### src/rtl/hello_uart_tx.sv
// hello_uart_tx: pulls words from a sequential source and sends each one
// as an async serial frame (start bit, W data bits LSB first, STOP stop bits).
module hello_uart_tx #(
    parameter int W    = 8,
    parameter int DIV  = 4,
    parameter int STOP = 1
) (
    input  logic         clock,
    input  logic         reset,
    input  logic         enable,
    output logic         get,
    input  logic [W-1:0] data,
    input  logic         empty,
    output logic         tx,
    output logic         busy,
    output logic         sent,
    output logic [15:0]  frames
);

    localparam int BW = (DIV > 1) ? $clog2(DIV) : 1;
    localparam int CW = $clog2(W + 1);

    localparam logic [BW-1:0] BAUD_LAST = BW'(DIV - 1);
    localparam logic [CW-1:0] DATA_LAST = CW'(W - 1);
    localparam logic [CW-1:0] STOP_LAST = CW'(STOP - 1);

    generate
        if (DIV < 2) begin : g_bad_div
            $error("hello_uart_tx: DIV must be >= 2");
        end
        if (STOP != 1 && STOP != 2) begin : g_bad_stop
            $error("hello_uart_tx: STOP must be 1 or 2");
        end
    endgenerate

    typedef enum logic [2:0] {
        S_IDLE,
        S_LOAD,
        S_START,
        S_DATA,
        S_STOP
    } state_t;

    state_t        state_q;
    state_t        state_d;
    logic [BW-1:0] baud_q;
    logic [CW-1:0] bit_q;
    logic [W-1:0]  shreg_q;
    logic          baud_end;

    assign baud_end = (baud_q == BAUD_LAST);
    assign busy     = (state_q != S_IDLE);

    always_comb begin
        state_d = state_q;
        get     = 1'b0;
        unique case (state_q)
            S_IDLE: begin
                get = enable & ~empty & reset;
                if (get) state_d = S_LOAD;
            end
            S_LOAD: state_d = S_START;
            S_START: begin
                if (baud_end) state_d = S_DATA;
            end
            S_DATA: begin
                if (baud_end && bit_q == DATA_LAST) state_d = S_STOP;
            end
            S_STOP: begin
                if (baud_end && bit_q == STOP_LAST) state_d = S_IDLE;
            end
            default: state_d = S_IDLE;
        endcase
    end

    // bit_q is reused as the stop-bit counter while in S_STOP
    always_ff @(posedge clock or negedge reset) begin
        if (!reset) begin
            state_q <= S_IDLE;
            tx      <= 1'b1;
            sent    <= 1'b0;
            frames  <= 16'd0;
            baud_q  <= '0;
            bit_q   <= '0;
            shreg_q <= '0;
        end else begin
            state_q <= state_d;
            sent    <= 1'b0;
            case (state_q)
                S_LOAD: begin
                    shreg_q <= data;
                    tx      <= 1'b0;
                    baud_q  <= '0;
                    bit_q   <= '0;
                end
                S_START: begin
                    if (baud_end) begin
                        tx      <= shreg_q[0];
                        shreg_q <= shreg_q >> 1;
                        baud_q  <= '0;
                    end else begin
                        baud_q <= baud_q + 1'b1;
                    end
                end
                S_DATA: begin
                    if (baud_end) begin
                        baud_q <= '0;
                        if (bit_q == DATA_LAST) begin
                            tx    <= 1'b1;
                            bit_q <= '0;
                        end else begin
                            tx      <= shreg_q[0];
                            shreg_q <= shreg_q >> 1;
                            bit_q   <= bit_q + 1'b1;
                        end
                    end else begin
                        baud_q <= baud_q + 1'b1;
                    end
                end
                S_STOP: begin
                    if (baud_end) begin
                        baud_q <= '0;
                        if (bit_q == STOP_LAST) begin
                            sent   <= 1'b1;
                            frames <= frames + 16'd1;
                            bit_q  <= '0;
                        end else begin
                            bit_q <= bit_q + 1'b1;
                        end
                    end else begin
                        baud_q <= baud_q + 1'b1;
                    end
                end
                default: ;
            endcase
        end
    end

endmodule

### config.mk
export PLATFORM = sky130hd
export DESIGN_NAME = hello_uart_tx
export DESIGN_NICKNAME = d
export VERILOG_FILES = /design/src/rtl/hello_uart_tx.sv
export SDC_FILE = /design/constraint.sdc
export NUM_CORES = 1
export LEC_CHECK = 0
export CAP_MARGIN = 5
export CORE_UTILIZATION = 47
export DETAILED_ROUTE_END_ITERATION = 10
export PLACE_DENSITY_LB_ADDON = 0.25
export RECOVER_POWER = 50
export SLEW_MARGIN = 20
export SYNTH_ARGS = -nofsm -noshare
export SYNTH_HDL_FRONTEND = slang
export SYNTH_SLANG_ARGS = --single-unit
export TNS_END_PERCENT = 20
### constraint.sdc
create_clock -name clock -period 1.6 [get_ports clock]
set_input_delay 0.32 -clock clock [delete_from_list [all_inputs] [get_ports clock]]
set_output_delay 0.32 -clock clock [all_outputs]
set_load 0.02 [all_outputs]
# Yosys cells after proc, flatten, opt, wreduce, memory -nomap -nowiden
# Index checks and enable logic that the tools add are counted.
# classes
add_sub_neg	3
bitwise	3
reduce_logical	14
eq_ne	13
mux	24
# op_table
cell	count
two-way mux 8 bit	3
case mux 8 bit (3 select lines)	1
adder 16 x 1 -> 16 bit, second input constant	1
two-way mux 4 bit	4
case mux 3 bit (5 select lines)	1
!= test 2 bit, second input constant	7
two-way mux 3 bit	4
case mux 4 bit (3 select lines)	1
AND reduction 3 bit	3
nonzero test 3 bit	3
AND reduction 4 bit	2
two-way mux 1 bit	7
equality test 3 x 2 -> 1 bit, second input constant	2
adder 4 x 1 -> 4 bit, second input constant	1
equality test 4 x 3 -> 1 bit, second input constant	1
zero test 4 bit	1
case mux 2 bit (2 select lines)	1
equality test 3 x 1 -> 1 bit, second input constant	1
equality test 3 bit, second input constant	1
zero test 3 bit	1
case mux 1 bit (3 select lines)	1
OR reduction 3 bit	1
adder 2 x 1 -> 2 bit, second input constant	1
bitwise AND 1 bit	2
other kinds (5)	6
# word_totals
wordCells	64
regBits	35

# Longest topological paths before layout
# depth
depth_word	5
mapped_depth	7
ltp_nobuf	6

# Worst setup path before layout
# OpenSTA, ideal clock, no wires.
# synth_timing
kind	reg-to-output
from	reg state_q[0]
to	out get
path_slack_ns	-0.224
arrival_ns	1.504
stages_incl_launch_ff	5
cell_sequence	dfrtp_1 buf_6 nor2_1 nand2_1 nor3_1
# synth_between
elab_chain_len	2
# synth_lines
item	line_no	source
start, declared	44	state_t state_q;
start signal, assigned	87	state_q <= state_d;
zero test 3 bit	57	unique case (state_q)
two-way mux 1 bit	57	
end, declared	11	output logic get,
# Every way passes these cells.

# Final worst setup path
# layout_timing
from	reg bit_q[0]
to	reg shreg_q[6]
# layout_between
elab_chain_len	3
# layout_lines
item	line_no	source
start, declared	47	logic [CW-1:0] bit_q;
start signal, assigned	114	bit_q <= bit_q + 1'b1;
start signal, assigned	128	bit_q <= bit_q + 1'b1;
equality test 4 x 3 -> 1 bit	108	if (bit_q == DATA_LAST) begin
!= test 2 bit (no line)	--	
AND reduction 4 bit (no line)	--	
end signal, assigned	91	shreg_q <= data;
end signal, assigned	99	shreg_q <= shreg_q >> 1;
end signal, assigned	113	shreg_q <= shreg_q >> 1;
end, declared	48	logic [W-1:0] shreg_q;
# Every way passes these cells.
# A chain may end at the register's enable or synchronous reset.

==> out/qor.csv <==
metric;value;unit
CP top delay family;compound AO/OA/AOI/OAI gates;
main flop type after synthesis;dfrtp_1;
share of cells above drive strength 1;0.258;
total iterations of the first detailed-routing run;4;
Mapped Nets;189;
Nets;244;
Post-DRT Antenna Nets;0;
register area share after synthesis;0.488;
CTS buffer count;5;
EDFF count, synth;0;
GRT Total Usage;0.215;
CP arrival;1.80;ns
cell with the most instances after synthesis;dfrtp_1;
synth top area cells;dfrtp_1 47%, nand2_1 5.0%, xor2_1 4.4%;
failing checks;negative setup slack;
P_leak;1.23;nW
Clk Latency, worst-skew pair;0.29;ns
CTS tree;yes;
hold path start;frames[15];
Placed Area;0.00228;mm2
top cell type by total area after synthesis;dfrtp_1;
die width;63.8;um
final hold violations;0;
Slew Limit Headroom;0.428;
Bufs and invs on worst path;0;
pwr/cell area;1260;mW/mm2
reg2reg end;shreg_q[6];
fmax;0.615;GHz
asr flop ratio synth;1.00;
Clock Tree Root;clkbuf_8;
clk slew on worst S/H paths;0.08;ns
Layout area overhead;38.9;%
largest net degree at the start of global routing;36;
largest fanout on the critical path;5;
placed insts;265;
clock skew;0.00901;ns
clk sink count;35;
Final Max Slew Viols;0;
FF-to-FF setup slack;-0.03;ns
CP Cell Sequence;ha_2, and4b_2, o41a_4, nand2_1, o21ai_1;
top post-synthesis cells by count;34 x dfrtp_1, 24 x nand2_1, 10 x inv_1, 10 x o21ai_1;
Slowest-stage cell, CP;o41a_4;
Netlist cell types;42;
Worst Setup End Kind;register;
Cell Area, Synth;0.00180;mm2
die area;0.00407;mm2
Syn. warnings;0;
CTS H-tree depth;2;
DR vias/cell;5.38;
initial antenna violation count;0;
Final Cell Area;0.00250;mm2
fin cells;277;
Hold Crit Depth;1;
final period utilization;1.02;
worst r2r path cells;5;
vias in the first global route;1420;
post-synth top area share;0.474;
Peak VDD IR;0.000886;V
ANT cells;0;
RSZ-0062 raised after global routing;true;
Max stage delay on crit path;0.48;ns
GPL Wtd Cong;0.793;
Max-Cap Viols;0;
grt ovf;0;
Via Count;1489;
worst hold slack;0.473;ns
Rows;22;
dpl hpwl;2660;um
HP Class;register to register;
Post-route DRC;0;
I/O pins;32;
die height;63.8;um
CP Data Required Time;1.78;ns
Core Area;0.00366;mm2
final-report setup violation count;3;
Final WS setup;-0.0264;ns
initial core utilization;0.491;
final core utilization;0.682;
Min-Delay Endpoint;frames[15];
status;finished with violations;
first-pass GRT wire length;6580;um
Seq cells post-synth;35;
Worst Setup Path Type;register to register;
Synth Instances;173;
number of buffers added on ports;31;
Final min period;1.63;ns
clk buf depth;2;
worst r2r src;bit_q[0];
Starting DRT DRC Count;79;
Startpoint Class;register;
Tightest Pin Transition;0.859;ns
wire per inst;14.8;um
Syn Area/Cell;10.4;um2
WL final;4090;um
==> per-layer routing <==
| metal | vias to the layer above | routed length, um | GRT usage |
|---|---|---|---|
| li1 | 719 | - | - |
| met1 | 730 | 1900 | 0.267 |
| met2 | 34 | 2000 | 0.323 |
| met3 | 6 | 141 | 0.0804 |
| met4 | 0 | 53 | 0.111 |
| met5 | - | 0 | 0 |
==> registers in the layout, summed over array words and instances, names as in the netlist <==
| name | count |
|---|---|
| frames | 16 |
| shreg_q | 8 |
| baud_q | 2 |
| state_q | 3 |
| tx | 1 |
| bit_q | 4 |
| sent | 1 |
==> worst register-to-register path: cells and delay by family (launching register included) <==
| kind | cells | cell delay [ns] |
|---|---|---|
| flip-flops | 1 | 0.40 |
| adder cells (fa/ha/maj) | 1 | 0.22 |
| AND/OR/NAND/NOR | 2 | 0.34 |
| AO/OA/AOI/OAI | 2 | 0.54 |
==> worst max-delay path by stage <==
stage / startpoint / endpoint / depth (start not counted)
after floorplan: bit_q[0] / tx / 6
after global placement: reset / get / 4
after detailed placement: reset / get / 4
after CTS: bit_q[0] / frames[13] / 6
after global routing: state_q[0] / frames[9] / 5
final: bit_q[0] / shreg_q[6] / 5
==> per-stage QoR <==
step	worst slack, ns	TNS [ns]	power, W
floorplan	0.00130	0	0.00189
global placement	-0.366	-0.395	0.00217
detailed placement	-0.387	-0.566	0.00224
CTS	-0.0215	-0.0924	0.00292
global route	-0.0797	-0.979	0.00332
finish	-0.0264	-0.0625	0.00313
==> area by class of cell <==
class / count / area [um2]
Multi-Input combinational cell: 123 / 975
Fill cell: 297 / 1160
Clock buffer: 7 / 86.3
Tap cell: 48 / 60.1
Clock inverter: 1 / 8.76
Timing Repair Buffer: 53 / 452
Sequential cell: 35 / 877
Inverter: 10 / 37.5
==> timing repair <==
item	4_1_cts	5_1_grt
cloned	0	2
endpoints found under the setup margin	32	28
pin swaps	4	16
setup buffers	0	2
hold buffers	0	0
gates resized for setup	29	19
==> cell usage in the layout, fill, tap and decap left out, drive strengths merged, types with 2 or more instances in the layout <==
master | synthesis | layout
and2 | 2 | 2
nor3 | 6 | 6
mux2i | 7 | 7
nand2 | 24 | 24
dlygate4sd2 | 0 | 16
nor3b | 2 | 2
ha | 4 | 4
buf | 6 | 23
clkbuf | 1 | 8
nand3 | 7 | 7
a21oi | 4 | 4
o22ai | 3 | 3
o21ai | 15 | 15
clkdlybuf4s50 | 0 | 11
xnor2 | 6 | 6
or3b | 2 | 2
nand2b | 2 | 2
and3 | 2 | 2
o41a | 1 | 3
nor2 | 9 | 9
xor2 | 9 | 9
dfrtp | 34 | 34
inv | 10 | 10
nor4 | 2 | 2
==> cells by family after synthesis <==
kind of cell	Yosys count	share of synthesized area
muxes	8	0.0453
adders and majority gates	4	0.0279
AOI/OAI and AO/OA	30	0.113
DFF	35	0.488
and+or+nand+nor	64	0.203
buffers and inverters	17	0.0501
xor gates and xnor gates	15	0.0731
==> report_power, final <==
group / switching, W / internal [W] / leakage [nW]
logic: 0.000628 / 0.000640 / 0.714
registers: 0.000114 / 0.00107 / 0.466
clock network: 0.000329 / 0.000353 / 0.0484
total: 0.00107 / 0.00206 / 1.23
Power figures use the tool's default switching activity.
